===== src/rtl/serial_add_sub.sv =====
// Digit-serial adder/subtractor: DIGIT full-adder slices per clock, LSB slice first,
// with a carry flip-flop linking slices across edges and a valid/ready handshake on both sides.
module serial_add_sub #(
  parameter int WIDTH = 8,
  parameter int DIGIT = 1
) (
  input  logic             clk,
  input  logic             rst_n,
  input  logic             in_valid,
  output logic             in_ready,
  input  logic [WIDTH-1:0] a,
  input  logic [WIDTH-1:0] b,
  input  logic             cin,
  input  logic             sub,
  output logic             out_valid,
  input  logic             out_ready,
  output logic [WIDTH-1:0] sum,
  output logic             cout,
  output logic             overflow
);

  localparam int DIG_SAFE = (DIGIT < 1) ? 1 : DIGIT;
  localparam int STEPS    = WIDTH / DIG_SAFE;
  localparam int CNT_W    = (STEPS > 1) ? $clog2(STEPS) : 1;

  generate
    if (DIGIT < 1 || (WIDTH % DIG_SAFE) != 0) begin : g_bad_params
      $error("serial_add_sub: DIGIT must be >= 1 and divide WIDTH");
    end
  endgenerate

  typedef enum logic [1:0] {IDLE, RUN, DONE} state_t;

  state_t                 state_reg, state_next;
  logic [WIDTH-1:0]       a_reg, b_reg, res_reg, sum_reg;
  logic                   carry_reg, cout_reg, overflow_reg;
  logic [CNT_W-1:0]       cnt_reg;
  logic [DIG_SAFE:0]      c;
  logic [DIG_SAFE-1:0]    s;
  logic [WIDTH+DIG_SAFE-1:0] res_cat;
  logic                   last_step;
  logic                   accept;

  // One DIGIT-wide ripple slice; c[0] comes from the carry flip-flop.
  assign c[0] = carry_reg;
  generate
    for (genvar gi = 0; gi < DIG_SAFE; gi++) begin : g_slice
      assign s[gi]   = a_reg[gi] ^ b_reg[gi] ^ c[gi];
      assign c[gi+1] = (a_reg[gi] & b_reg[gi]) | (c[gi] & (a_reg[gi] ^ b_reg[gi]));
    end
  endgenerate

  // New slice enters at the top; after STEPS shifts the LSB slice sits at bit 0.
  assign res_cat   = {s, res_reg};
  assign last_step = (cnt_reg == CNT_W'(STEPS - 1));
  assign accept    = in_valid && (state_reg == IDLE);

  always_ff @(posedge clk or negedge rst_n) begin
    if (!rst_n) begin
      state_reg <= IDLE;
    end else begin
      state_reg <= state_next;
    end
  end

  always_comb begin
    state_next = state_reg;
    case (state_reg)
      IDLE:    if (in_valid) state_next = RUN;
      RUN:     if (last_step) state_next = DONE;
      DONE:    if (out_ready) state_next = IDLE;
      default: state_next = IDLE;
    endcase
  end

  always_comb begin
    in_ready  = (state_reg == IDLE);
    out_valid = (state_reg == DONE);
  end

  always_ff @(posedge clk or negedge rst_n) begin
    if (!rst_n) begin
      a_reg        <= '0;
      b_reg        <= '0;
      res_reg      <= '0;
      carry_reg    <= 1'b0;
      cnt_reg      <= '0;
      sum_reg      <= '0;
      cout_reg     <= 1'b0;
      overflow_reg <= 1'b0;
    end else if (accept) begin
      // Subtraction is A + ~B + ~cin.
      a_reg     <= a;
      b_reg     <= sub ? ~b : b;
      carry_reg <= cin ^ sub;
      cnt_reg   <= '0;
    end else if (state_reg == RUN) begin
      a_reg     <= a_reg >> DIG_SAFE;
      b_reg     <= b_reg >> DIG_SAFE;
      carry_reg <= c[DIG_SAFE];
      res_reg   <= res_cat[WIDTH+DIG_SAFE-1:DIG_SAFE];
      cnt_reg   <= cnt_reg + 1'b1;
      if (last_step) begin
        sum_reg      <= res_cat[WIDTH+DIG_SAFE-1:DIG_SAFE];
        cout_reg     <= c[DIG_SAFE];
        overflow_reg <= c[DIG_SAFE] ^ c[DIG_SAFE-1];
      end
    end
  end

  assign sum      = sum_reg;
  assign cout     = cout_reg;
  assign overflow = overflow_reg;

endmodule


===== config.mk =====
export PLATFORM = sky130hd
export DESIGN_NAME = serial_add_sub
export DESIGN_NICKNAME = d
export VERILOG_FILES = /design/src/rtl/serial_add_sub.sv
export SDC_FILE = /design/constraint.sdc
export NUM_CORES = 1
export LEC_CHECK = 0
export BUFFER_PORTS_ARGS = -buffer_cell sky130_fd_sc_hd__buf_2
export CORE_MARGIN = 5
export CORE_UTILIZATION = 35
export CTS_CLUSTER_DIAMETER = 60
export DETAILED_ROUTE_END_ITERATION = 12
export PLACE_DENSITY = 0.61
export SYNTH_ARGS = -nofsm -noshare
export SYNTH_HDL_FRONTEND = slang
export SYNTH_SLANG_ARGS = --single-unit
export TNS_END_PERCENT = 5

===== constraint.sdc =====
create_clock -name clk -period 4.45 [get_ports clk]
set_input_delay 0.445 -clock clk [delete_from_list [all_inputs] [get_ports clk]]
set_output_delay 0.445 -clock clk [all_outputs]
set_load 0.03 [all_outputs]

==> run summary <==
Status: finished clean
CP startpoint kind: flop
Seq/Total Area, Yosys: 55.6%
CP Capture Type: flop
Nets: 220
WL/cell: 11.7 µm
Synth top area cells: dfrtp_1 (56%), nand2_1 (11%), mux2_4 (6.0%)
CTS Hold Buffers Added: 0
Worst VDD drop: 0.204 mV
DP Cell Count: 255
Synthesized area: 1760 µm²
Register clock-pin slew on the reported worst setup and hold paths: 0.07 ns
Core outline area: 4790 µm²
CTS Root Cell: clkbuf_8
FFs w/ async S/R, synth: 100%
Synth unique cells: 21
Die H: 80.8 µm
Placement Setup Slack: 2.65 ns
Area growth syn-to-layout: 16.7%
Full die area: 6540 µm²
Most frequent cell after synthesis: nand2_1
Yosys Warn Count: 0
First-pass GRT wire length: 5.41 mm
Clock latency on the worst-skew pair: 0.29 ns
Setup TNS: 0 ns
Power per cell area: 677 nW/µm²
Initial antenna violation count: 0
GP Congestion: 0.710
# DRC: 0
Max-Cap Viols: 0
Top cell type's share of synthesized area: 55.6%
Post-synth EDFFs: 0
Max-slew violation count: 0
Max Clock Skew: 0.00533 ns
PostCTS Resize Cnt: 0
Period minus WS final: 1.80 ns
Final-report setup violation count: 0
Number of DRC markers in iteration 0: 72
Fin crit share: 40.4%
Fillers: 477
#FFs+latches synth: 39
Post-DP HPWL: 2.12 mm
Design Area, Final: 2050 µm²
Rel. slew slack: 43.6%
Clock Path Buffers: 2
LEAKAGE: 1.07 nW
Worst-path fanout max: 12
Critical path class: reg -> reg
Required @ worst endpoint: 4.63 ns
Row Count: 25
Final hold viol count: 0
Syn_area_per_cell: 10.8 µm²
Initial Util: 36.7%
Final ANT Viol Nets: 0
Tot GR Track Use: 10.8%
Grt total ovfl: 0
Class of the worst hold path: in -> async
PnR worst setup slack: 2.65 ns
Post-CTS Setup Bufs: 0
Worst R2R Start: cnt_reg[0]
PortBufs: 33
WL final: 3.07 mm
Via count: 1,180
Critical path data arrival time: 1.97 ns
Final Non-Filler Cells: 263
Top_reg_cell synth: dfrtp_1
Most frequent cells after synthesis: nand2_1 (53), dfrtp_1 (39), o21ai_1 (15)
Worst Tran Pin Value: 0.846 ns
Cells after Synth: 162
Yosys top cell by area: dfrtp_1
Reg2Reg Capture Point: sum[1]
CTS Buf Count: 5
R2R depth: 4
N_diodes: 0
Unrepaired setup endpoints after global routing: no
Die X: 80.8 µm
TritonCTS Sinks: 39
Critical path startpoint: cnt_reg[0]
Pin count of the biggest net entering global routing: 40
Drt via density: 4.49
Vias in the first global route: 1,208
R2R Setup Slk: 2.65 ns
Final Hold Slack: 0.256 ns
Placed inst area: 1970 µm²
Share of layout cells above drive strength 1: 25.0%
Mapped Nets: 187
CTS tree: yes
I/O pin count: 34
H-tree depth: 2
Peak Freq: 0.556 GHz
Detailed Routing Iterations Pass 1: 4
cells by family after synthesis:
group | Yosys count | share of synthesized area (%)
mux | 17 | 11.8
simple gates | 59 | 13.5
fa+ha+maj | 3 | 2.56
compound gates | 24 | 8.12
flops | 39 | 55.6
xor+xnor | 10 | 4.99
buf+inv | 10 | 3.49
layout by cell type (no fill, tap or decap):
cell	instances
ha_1	2
xnor2_1	1
buf_4	2
xor2_1	9
clkbuf_8	5
nand3b_1	1
nor2b_1	1
a22oi_1	7
buf_2	33
fa_1	1
o21ai_1	15
nor2_1	1
inv_1	1
nor3b_2	1
o21bai_1	2
mux2i_1	8
clkbuf_1	2
nand2b_1	2
mux2_1	2
clkinv_2	1
nand2_1	53
dfrtp_1	39
mux2_4	7
report_power, final:
| part | internal, W | total [W] | switching, W |
|---|---|---|---|
| clock | 0.000110 | 0.000228 | 0.000119 |
| sequential | 0.000507 | 0.000597 | 0.0000897 |
| combinational | 0.000235 | 0.000563 | 0.000328 |
metal layers:
layer | up-vias | GRT usage [%] | share of wire (%)
met4 | 0 | 6.08 | 2.3
met1 | 536 | 14.0 | 47
li1 | 602 | - | -
met5 | - | 0 | 0
met3 | 8 | 2.99 | 6.3
met2 | 34 | 16.3 | 44
worst max-delay path by stage:
stage,slack (ns),cells past startpoint,endpoint
3_5_place_dp,2.65,4,sum[1]
4_1_cts,2.64,4,sum[1]
2_1_floorplan,2.95,5,cout
5_1_grt,2.54,4,sum[1]
3_3_place_gp,2.65,4,sum[1]
6_report,2.65,4,sum[1]
worst max-delay path, cell delays in order, from the launching register on:
cell      delay [ns]
dfrtp_1         0.39
ha_1            0.20
ha_1            0.19
nand3b_1        0.53
mux2_1          0.38
through the flow:
step           util (%)  total power [W]
4_1_cts            42.8          0.00142
5_1_grt            42.8          0.00151
3_3_place_gp       41.1          0.00117
2_1_floorplan         -          0.00105
6_report           42.8          0.00139
3_5_place_dp       41.1          0.00118
area by class of cell:
type                       count  area (µm²)  area share (%)
inverter                       1        3.75           0.183
clock inverter                 1        5.00           0.244
multi-input combinational    113         724            35.3
sequential                    39         976            47.6
timing repair buffer          35         180            8.79
clock buffer                   7        76.3            3.72
tap                           67        83.8            4.09
Note: power is estimated with default switching activity, not from simulation.
